## src/rtl/vga_timing_pkg.sv

```systemverilog
// ----------------------------------------------------------------------------
// vga_timing_pkg
//   Shared 640x480@60 timing constants, counter/address widths and the small
//   video-control bundle used by the scan controller and by the capture and
//   convolution blocks that read the same frame buffer.
//
//   Contents:
//     DEF_*          default horizontal/vertical timing (clocks / lines)
//     *_SYNC_FIRST/LAST  default sync-pulse bounds derived from the timing
//     DEF_FB_W       frame-buffer width in pixels (320, upscaled 2x)
//     CNT_W, ADDR_W  scan-counter width and frame-buffer address width
//     vid_ctl_t      {nblank, hsync, vsync} bundle carried down the pipeline
//     VID_CTL_IDLE   inactive value of that bundle (blank, syncs high)
//     in_window()    inclusive range test used for the sync decodes
// ----------------------------------------------------------------------------
package vga_timing_pkg;

  // Horizontal timing, in pixel clocks.
  localparam int DEF_H_ACTIVE = 640;
  localparam int DEF_H_FP     = 16;
  localparam int DEF_H_SYNC   = 96;
  localparam int DEF_H_BP     = 48;
  localparam int DEF_H_TOTAL  = DEF_H_ACTIVE + DEF_H_FP + DEF_H_SYNC + DEF_H_BP;

  // Vertical timing, in lines.
  localparam int DEF_V_ACTIVE = 480;
  localparam int DEF_V_FP     = 10;
  localparam int DEF_V_SYNC   = 2;
  localparam int DEF_V_BP     = 33;
  localparam int DEF_V_TOTAL  = DEF_V_ACTIVE + DEF_V_FP + DEF_V_SYNC + DEF_V_BP;

  // Sync pulse bounds (inclusive) for the default timing.
  localparam int DEF_H_SYNC_FIRST = DEF_H_ACTIVE + DEF_H_FP;
  localparam int DEF_H_SYNC_LAST  = DEF_H_ACTIVE + DEF_H_FP + DEF_H_SYNC - 1;
  localparam int DEF_V_SYNC_FIRST = DEF_V_ACTIVE + DEF_V_FP;
  localparam int DEF_V_SYNC_LAST  = DEF_V_ACTIVE + DEF_V_FP + DEF_V_SYNC - 1;

  // Frame buffer: 320x240, each pixel shown as a 2x2 block.
  localparam int DEF_FB_W = 320;

  // Widths: counters must hold H_TOTAL-1 (799) and V_TOTAL-1 (524);
  // the address must hold 320*240-1 = 76799.
  localparam int CNT_W  = 10;
  localparam int ADDR_W = 17;

  typedef logic [CNT_W-1:0]  cnt_t;
  typedef logic [ADDR_W-1:0] addr_t;

  // Display-area flag and both syncs travel together so they stay aligned.
  typedef struct packed {
    logic nblank;
    logic hsync;
    logic vsync;
  } vid_ctl_t;

  localparam vid_ctl_t VID_CTL_IDLE = '{nblank: 1'b0, hsync: 1'b1, vsync: 1'b1};

  // Inclusive window compare on a scan counter.
  function automatic logic in_window(input cnt_t c, input cnt_t first, input cnt_t last);
    return (c >= first) && (c <= last);
  endfunction

endpackage

```

## src/rtl/scan_counter.sv

```systemverilog
// ----------------------------------------------------------------------------
// scan_counter
//   Raster position counters. hcnt runs 0..H_TOTAL-1 on every enabled clock;
//   vcnt advances when hcnt wraps and itself wraps after V_TOTAL-1. With en low
//   both counters are held at 0 so the scan restarts at the top-left corner.
//
//   Ports:
//     clk        in   pixel clock
//     rst        in   asynchronous active-high reset
//     en         in   scan enable; 0 clears and holds the counters
//     hcnt       out  current pixel column (S0)
//     vcnt       out  current line (S0)
//     line_end   out  strobe: this clock is the last pixel of the line
//     frame_end  out  strobe: this clock is the last pixel of the frame
// ----------------------------------------------------------------------------
module scan_counter
  import vga_timing_pkg::*;
#(
  parameter int H_TOTAL = DEF_H_TOTAL,
  parameter int V_TOTAL = DEF_V_TOTAL
) (
  input  logic             clk,
  input  logic             rst,
  input  logic             en,
  output logic [CNT_W-1:0] hcnt,
  output logic [CNT_W-1:0] vcnt,
  output logic             line_end,
  output logic             frame_end
);

  localparam cnt_t H_LAST = cnt_t'(H_TOTAL - 1);
  localparam cnt_t V_LAST = cnt_t'(V_TOTAL - 1);

  // The strobes are qualified with en so downstream line-advance logic never
  // sees a wrap while the scan is parked.
  assign line_end  = en && (hcnt == H_LAST);
  assign frame_end = line_end && (vcnt == V_LAST);

  // NOTE: sequential state uses non-blocking assignments so every register in
  // the design samples the pre-edge value of its neighbours, independent of
  // the order in which the simulator evaluates the blocks.
  always_ff @(posedge clk or posedge rst) begin
    if (rst) begin
      hcnt <= '0;
      vcnt <= '0;
    end else if (!en) begin
      hcnt <= '0;
      vcnt <= '0;
    end else if (line_end) begin
      hcnt <= '0;
      vcnt <= frame_end ? '0 : vcnt + 1'b1;
    end else begin
      hcnt <= hcnt + 1'b1;
    end
  end

endmodule

```

## src/rtl/vga_scan_ctrl.sv

```systemverilog
// ----------------------------------------------------------------------------
// vga_scan_ctrl
//   VGA raster scan for a 320x240 frame buffer shown 2x upscaled at 640x480.
//   Stage S0 is the raster position from scan_counter. S1 registers the
//   frame-buffer read address; the RAM returns data one clock later, so the
//   display-area flag and both syncs go through two registers to line up with
//   that data at the RGB stage.
//
//   Ports:
//     clk         in   25 MHz pixel clock (only clock)
//     rst         in   asynchronous active-high reset
//     en          in   scan enable; 0 parks the scan at (0,0) with idle outputs
//     rd_addr     out  frame-buffer read address (S1 register), 0 in blanking
//     Nblank      out  1 while the pixel is in the visible area (aligned to data)
//     hsync       out  horizontal sync, active-low (aligned to data)
//     vsync       out  vertical sync, active-low (aligned to data)
//     frame_done  out  one-clock pulse at the start of vertical blanking
// ----------------------------------------------------------------------------
module vga_scan_ctrl
  import vga_timing_pkg::*;
#(
  parameter int H_ACTIVE = DEF_H_ACTIVE,
  parameter int H_FP     = DEF_H_FP,
  parameter int H_SYNC   = DEF_H_SYNC,
  parameter int H_BP     = DEF_H_BP,
  parameter int V_ACTIVE = DEF_V_ACTIVE,
  parameter int V_FP     = DEF_V_FP,
  parameter int V_SYNC   = DEF_V_SYNC,
  parameter int V_BP     = DEF_V_BP,
  parameter int FB_W     = DEF_FB_W
) (
  input  logic              clk,
  input  logic              rst,
  input  logic              en,
  output logic [ADDR_W-1:0] rd_addr,
  output logic              Nblank,
  output logic              hsync,
  output logic              vsync,
  output logic              frame_done
);

  localparam int H_TOTAL = H_ACTIVE + H_FP + H_SYNC + H_BP;
  localparam int V_TOTAL = V_ACTIVE + V_FP + V_SYNC + V_BP;

  localparam cnt_t  H_ACT     = cnt_t'(H_ACTIVE);
  localparam cnt_t  V_ACT     = cnt_t'(V_ACTIVE);
  localparam cnt_t  HS_FIRST  = cnt_t'(H_ACTIVE + H_FP);
  localparam cnt_t  HS_LAST   = cnt_t'(H_ACTIVE + H_FP + H_SYNC - 1);
  localparam cnt_t  VS_FIRST  = cnt_t'(V_ACTIVE + V_FP);
  localparam cnt_t  VS_LAST   = cnt_t'(V_ACTIVE + V_FP + V_SYNC - 1);
  localparam addr_t FB_STRIDE = addr_t'(FB_W);

  // --------------------------------------------------------------------------
  // S0: raster position
  // --------------------------------------------------------------------------
  cnt_t hcnt;
  cnt_t vcnt;
  logic line_end;
  logic frame_end;

  scan_counter #(
    .H_TOTAL (H_TOTAL),
    .V_TOTAL (V_TOTAL)
  ) u_scan (
    .clk       (clk),
    .rst       (rst),
    .en        (en),
    .hcnt      (hcnt),
    .vcnt      (vcnt),
    .line_end  (line_end),
    .frame_end (frame_end)
  );

  // --------------------------------------------------------------------------
  // S0 decode: visible area and raw (pre-pipeline) syncs
  // --------------------------------------------------------------------------
  logic     active;
  vid_ctl_t ctl_s0;

  // NOTE: every signal written here gets a default first, so no path through
  // the block can leave one unassigned and infer a latch.
  always_comb begin
    active        = 1'b0;
    ctl_s0        = VID_CTL_IDLE;
    active        = (hcnt < H_ACT) && (vcnt < V_ACT);
    ctl_s0.nblank = active;
    ctl_s0.hsync  = !in_window(hcnt, HS_FIRST, HS_LAST);
    ctl_s0.vsync  = !in_window(vcnt, VS_FIRST, VS_LAST);
  end

  // --------------------------------------------------------------------------
  // Address generation without a multiplier.
  // line_base tracks (vcnt >> 1) * FB_W: it steps by one buffer row each time
  // an odd line finishes (two display lines per buffer row) and returns to 0
  // with the frame wrap. Past the visible area it keeps stepping, but the
  // address is forced to 0 there, so the extra rows are never used.
  // --------------------------------------------------------------------------
  addr_t line_base;
  addr_t addr_s0;

  assign addr_s0 = line_base + addr_t'(hcnt >> 1);

  // NOTE: rst clears asynchronously; en low clears synchronously on the next
  // clock, so a parked scan and a reset one look identical downstream.
  always_ff @(posedge clk or posedge rst) begin
    if (rst) begin
      line_base <= '0;
    end else if (!en) begin
      line_base <= '0;
    end else if (frame_end) begin
      line_base <= '0;
    end else if (line_end && vcnt[0]) begin
      line_base <= line_base + FB_STRIDE;
    end
  end

  // S1: registered read address, zero outside the visible area.
  always_ff @(posedge clk or posedge rst) begin
    if (rst) begin
      rd_addr <= '0;
    end else if (!en) begin
      rd_addr <= '0;
    end else begin
      rd_addr <= active ? addr_s0 : '0;
    end
  end

  // --------------------------------------------------------------------------
  // Control pipeline: S0 -> S1 -> S2. S2 lines up with RAM data, which
  // arrives one clock after rd_addr.
  // --------------------------------------------------------------------------
  vid_ctl_t ctl_s1;
  vid_ctl_t ctl_s2;

  always_ff @(posedge clk or posedge rst) begin
    if (rst) begin
      ctl_s1 <= VID_CTL_IDLE;
      ctl_s2 <= VID_CTL_IDLE;
    end else if (!en) begin
      ctl_s1 <= VID_CTL_IDLE;
      ctl_s2 <= VID_CTL_IDLE;
    end else begin
      ctl_s1 <= ctl_s0;
      ctl_s2 <= ctl_s1;
    end
  end

  assign Nblank = ctl_s2.nblank;
  assign hsync  = ctl_s2.hsync;
  assign vsync  = ctl_s2.vsync;

  // --------------------------------------------------------------------------
  // frame_done: high for the clock after S0 sits at (0, V_ACTIVE). A reset
  // before that point restarts the scan at line 0, so an aborted frame never
  // reaches the decode and produces no pulse.
  // --------------------------------------------------------------------------
  always_ff @(posedge clk or posedge rst) begin
    if (rst) begin
      frame_done <= 1'b0;
    end else if (!en) begin
      frame_done <= 1'b0;
    end else begin
      frame_done <= (hcnt == '0) && (vcnt == V_ACT);
    end
  end

endmodule
```

## config.mk

```make
export PLATFORM = sky130hd
export DESIGN_NAME = vga_scan_ctrl
export DESIGN_NICKNAME = d
export VERILOG_FILES = /design/src/rtl/vga_timing_pkg.sv /design/src/rtl/scan_counter.sv /design/src/rtl/vga_scan_ctrl.sv
export SDC_FILE = /design/constraint.sdc
export NUM_CORES = 1
export LEC_CHECK = 0
export ABC_AREA = 1
export BUFFER_PORTS_ARGS = -buffer_cell sky130_fd_sc_hd__buf_2
export CAP_MARGIN = 0
export CORE_ASPECT_RATIO = 1.4
export CORE_UTILIZATION = 59
export DETAILED_ROUTE_END_ITERATION = 12
export PLACE_DENSITY_LB_ADDON = 0.12
export SETUP_SLACK_MARGIN = 0.05
export SYNTH_ARGS = -nofsm -noshare
export SYNTH_HDL_FRONTEND = slang
export SYNTH_SLANG_ARGS = --single-unit
```

## constraint.sdc

```tcl
create_clock -name clk -period 1.9 [get_ports clk]
set_input_delay 0 -clock clk [delete_from_list [all_inputs] [get_ports clk]]
set_output_delay 0 -clock clk [all_outputs]
set_load 0.02 [all_outputs]
```

# --- After elaboration in Yosys (flattened, before gate mapping) ---
# Index checks and enable logic that the tools add are counted.
totals:
  inputBits: 3
  wordCells: 49
  regBits: 61
  out_inout_bits: 21
classes:
  n_eq_ne: 5
  n_addsub: 4
  n_reduce_logical: 10
  order_cmp: 6
  muxes: 13
ops:
  columns: ["op", "count"]
  rows:
  - ["17-bit 2-to-1 mux", 5]
  - ["10-bit 2-to-1 mux", 5]
  - ["10-bit by 1-bit adder with 10-bit output, second input constant", 2]
  - ["10-bit == test, second input constant", 2]
  - ["17-bit by 9-bit adder with 17-bit output", 1]
  - ["17-bit by 9-bit adder with 17-bit output, second input constant", 1]
  - ["10-bit by 9-bit == test with 1-bit output, second input constant", 1]
  - ["10-bit greater-or-equal comparator, second input constant", 1]
  - ["10-bit by 9-bit greater-or-equal comparator with 1-bit output, second input constant", 1]
  - ["10-bit less-or-equal comparator, second input constant", 1]
  - ["10-bit by 9-bit less-or-equal comparator with 1-bit output, second input constant", 1]
  - ["10-bit logical NOT", 1]
  - ["10-bit less-than comparator, second input constant", 1]
  - ["10-bit by 9-bit less-than comparator with 1-bit output, second input constant", 1]
  - ["1-bit logical AND", 7]
  - ["3-bit 2-to-1 mux", 2]
  - ["3-bit by 1-bit inequality test with 1-bit output, second input constant", 1]
  - ["1-bit logical NOT", 2]
  - ["2-bit by 1-bit inequality test with 1-bit output, second input constant", 1]
  - ["1-bit 2-to-1 mux", 1]

# --- Longest topological paths before layout ---
logic_depth:
  word_depth: 6
  mapped_depth: 10
  depth_no_buf: 10

# --- By module ---
# A second synthesis with hierarchy kept.
hier_totals:
  hier_cells: 351
  hier_area_um2: 2942.8
by_module_without_submodules:
  columns: ["module", "n_inst", "cells_each", "area_per_inst_um2", "seq_area_each_um2"]
  rows:
  - ["vga_scan_ctrl", 1, 204, 1729.2, 880.8]
  - ["scan_counter", 1, 147, 1213.7, 500.5]

# --- Worst setup path before layout ---
# OpenSTA, ideal clock, no wires.
synth_timing:
  kind: "flip-flop to flip-flop"
  start: "reg u_scan.hcnt[8]"
  end: "reg rd_addr[14]"
  arrival_ns: 1.407
  required_ns: 1.778
  n_path_buf: 0
  setup_time_ns: 0.122
  stages_incl_launch_ff: 11
  period_less_slack_ns: 1.529
  path_slack_ns: 0.371
  cell_sequence: "dfrtp_1 > ha_1 > nand2_1 > nand2_1 > nand2_1 > nand2_1 > nand2_1 > nor2_2 > nand2_1 > nand2_1 > a21oi_1"
synth_between:
  elab_chain_len: 4
  word_cells_on_any_way: 5
  cone_classes: "add/sub (1); order compare (1); mux (2); reduce/logical (1)"
synth_lines:
  columns: ["item", "line_no", "source"]
  rows:
  - ["start: declaration", "scan_counter.sv:25", "output logic [CNT_W-1:0] hcnt,"]
  - ["start signal: assignment", "scan_counter.sv:53", "hcnt <= hcnt + 1'b1;"]
  - ["parallel branches: the longest is 2 deep, another holds 17-bit by 9-bit adder with 17-bit output", null, null]
  - ["17-bit 2-to-1 mux *", "vga_scan_ctrl.sv:124", "rd_addr <= active ? addr_s0 : '0;"]
  - ["17-bit 2-to-1 mux *", "vga_scan_ctrl.sv:121", "end else if (!en) begin"]
  - ["end signal: assignment", "vga_scan_ctrl.sv:124", null]
  - ["end: declaration", "vga_scan_ctrl.sv:35", "output logic [ADDR_W-1:0] rd_addr,"]
# Every way passes the cells marked *.
# A chain may end at the register's enable or synchronous reset.

# --- Final worst setup path ---
layout_timing:
  start: "reg u_scan.hcnt[0]"
  end: "reg line_base[13]"
layout_between:
  elab_chain_len: 5
  word_cells_on_any_way: 7
  cone_classes: "eq/ne (2); mux (2); reduce/logical (3)"
layout_lines:
  columns: ["item", "line_no", "source"]
  rows:
  - ["10-bit == test *", "scan_counter.sv:36", "assign line_end = en && (hcnt == H_LAST);"]
  - ["1-bit logical AND *", "scan_counter.sv:36", null]
  - ["1-bit logical AND", "scan_counter.sv:37", "assign frame_end = line_end && (vcnt == V_LAST);"]
  - ["17-bit 2-to-1 mux", "vga_scan_ctrl.sv:110", "end else if (frame_end) begin"]
  - ["17-bit 2-to-1 mux", "vga_scan_ctrl.sv:108", "end else if (!en) begin"]
  - ["end signal: assignment", "vga_scan_ctrl.sv:113", "line_base <= line_base + FB_STRIDE;"]
  - ["end: declaration", "vga_scan_ctrl.sv:98", "addr_t line_base;"]
# Mark *: on every way between the ends. The rest lies on a longest branch, timed or not.

==> impl_metrics.ini <==
[yosys]
synthFlopType = dfrtp_1
netlist_area_um2 = 2880
synth.most_common_cell = nand2_1
synth_nets = 365
synth_edf_count = 0
yosysTopAreaCell = dfrtp_1
async_reset_ff_share_pct = 100
synth.top_cells.by_count = nand2_1, dfrtp_1, inv_1
yosysWarnings = 0
yosysTopAreaCellShare_pct = 44.3
synth_seq_area_share_pct = 48.0
synth_cell_types = 31
synth-seq-cells = 55
syn_inst = 354
syn_avg_cell_area_um2 = 8.13
synth_area_leaders = dfrtp_1, nand2_1, inv_1

[global_route]
grt_pass1_vias = 2395
antenna_found_initial = 0
grt_max_degree = 56
busiest_layer = met2
gr-usage-met1_pct = 34.4
grt_overflow = 0
grt_util_met3_pct = 4.47
track_usage_pct = 27.8
grt_first_pass_wirelength_mm = 10.7
grtUsageMet2_pct = 46.9

[power_and_ir_drop]
swShare_pct = 22.8
leakagePower_nw = 1.64
p_comb_share_pct = 4.8
p_total_mw = 2.07
p_int_mw = 1.60
power_frac_seq_pct = 57.1
cellPowerDensity_nw_per_um2 = 643
p_clk_share_pct = 38.1
peakVddDrop_mv = 0.483
switching_power_mw = 0.473

[timing]
setup_viol = 0
fin_crit_ns = 1.71
max_slew_margin_pct = 67.7
skew_ns = 0.00898
drv_slew = 0
worst_pin_slew_ns = 0.484
hold_viol = 0
setup-tns-final_ns = 0
rsz0062_at_grt = no
fin_crit_sh_pct = 90.2
fmax_ghz = 0.584

[route]
drcViolationCount = 0
drtAntennaViolNets = 0
drtPass1Iterations = 4
routed_wl_mm = 6.33
drt_iter0_drc = 151
route.vias.total = 2469
routedWlPerCell_um = 14.0
via_per_inst = 5.46

[placed_design]
place.port_buffers = 23
dp_hpwl_mm = 4.34
place_congestion = 0.949

[finish]
multi_input_area_um2 = 1240
antennaDiodeCount = 0
fill_cells = 384
regArea_um2 = 1380
final_util_pct = 70.1
nNetsFinal = 400
area_growth_pct = 12.2
drive_above_1_share_pct = 16.9

[clock_tree]
htree_levels = 2
cts_root_buffer = clkbuf_8
clk_pin_slew_worst_paths_ns = 0.10
cts_tree = done
clock-sinks = 55
insertion_delay_ns = 0.31
cts_made_buffers = 5
cts_buffer_depth = 2

[setup_path]
crit_path_end_kind = flop
path_max_fanout = 8
worstPathArrival_ns = 1.92
critical_path_class = flop to flop
critPathRequiredTime_ns = 2.10
cp-start-kind = flop
regToRegSetupSlack_ns = 0.19

[die]
die_area_um2 = 5160
floorplan.rows = 29
initial_utilization_pct = 62.4
die_h_um = 84.6
die_x_um = 61.0
fp.coreArea_um2 = 4610
pin_count = 24

[run_status]
status = complete, no violations

[hold_path]
hold_path.class = primary input to flop

[flow_run]
drv_cap = 0
[cell usage in the layout (no fill, tap or decap), types with 2 or more instances in the layout]
cell and n:
a21oi_1 15, a21oi_2 2, buf_2 23, buf_4 10, clkbuf_8 5, dfrtp_1 50
dfstp_2 4, ha_1 8, inv_1 48, inv_2 3, nand2_1 73, nand2_2 4
nand3_1 28, nand4_1 20, nor2_1 44, nor2_4 4, nor3_1 10, o21ai_0 16
or2_2 2, xnor2_1 2, xor2_1 3
[layout make-up]
cell class,count,share of cell area (%)
sequential,55,42.8
multi-input combinational,240,38.3
timing repair buffer,35,6.82
inverter,52,6.05
tap,62,2.40
clock buffer,5,2.13
clock inverter,3,1.43
[flip-flops by register name, summed over array words and instances (netlist names)]
signal,count
ctl_s1,3
u_scan.hcnt,10
Nblank,1
line_base,11
frame_done,1
vsync,1
u_scan.vcnt,10
rd_addr,17
hsync,1
[repair_timing]
| item | in CTS | in global routing |
|---|---|---|
| hold endpoints to repair | 51 | 0 |
| gates resized for setup | 0 | 4 |
| setup buffers | 0 | 4 |
| hold buffers | 1 | 0 |
| setup endpoints to repair | 0 | 18 |
[worst max-delay path, cell delays in order, from the launching register on]
cell     delay [ns]
dfrtp_1        0.40
ha_1           0.19
nand2_2        0.08
nor2_4         0.19
nand4_2        0.18
inv_2          0.11
nand2_1        0.23
nand4_1        0.15
nand2_1        0.07
[per-stage QoR]
stage | cell area (um^2) | cells | hold WS [ns] | setup WS [ns]
floorplan | 2880 | 354 | 0.264 | 0.371
global placement | 3060 | 439 | 0.0683 | 0.123
detailed placement | 3060 | 439 | 0.0899 | 0.0669
CTS | 3190 | 448 | 0.119 | 0.0586
global route | 3230 | 452 | 0.149 | 0.0263
finish | 3230 | 452 | 0.136 | 0.186
[power groups by stage]
| stage | clock, mW | combinational, mW | sequential, mW |
|---|---|---|---|
| 2_1_floorplan | 0 | 0.0726 | 1.21 |
| 3_3_place_gp | 0 | 0.0973 | 1.21 |
| 3_5_place_dp | 0 | 0.0976 | 1.21 |
| 4_1_cts | 0.808 | 0.0995 | 1.19 |
| 5_1_grt | 0.856 | 0.114 | 1.19 |
| 6_report | 0.790 | 0.0993 | 1.18 |
[cell families after synthesis]
group / after synthesis / synth area share (%)
compound gates: 35 / 6.48
buf+inv: 59 / 9.26
flops: 55 / 48.0
xor+xnor: 5 / 1.52
simple gates: 192 / 31.3
fa+ha+maj: 8 / 3.48
[worst paths after layout]
check / startpoint / depth (start not counted) / to
max: u_scan.hcnt[0] / 8 / line_base[13]
min: en / 3 / Nblank
max reg2reg: u_scan.hcnt[0] / 8 / line_base[13]
min reg2reg: ctl_s1[2] / 2 / Nblank
max in group asynchronous: rst / 4 / vsync
min in group asynchronous: rst / 4 / u_scan.hcnt[9]
[layer usage]
layer	part of all wire [%]	up-vias
met1	40	1155
met5	0	-
met2	53	91
met4	2.1	0
met3	4.5	15
li1	-	1208
No activity file was read; power rests on OpenSTA's default activity.
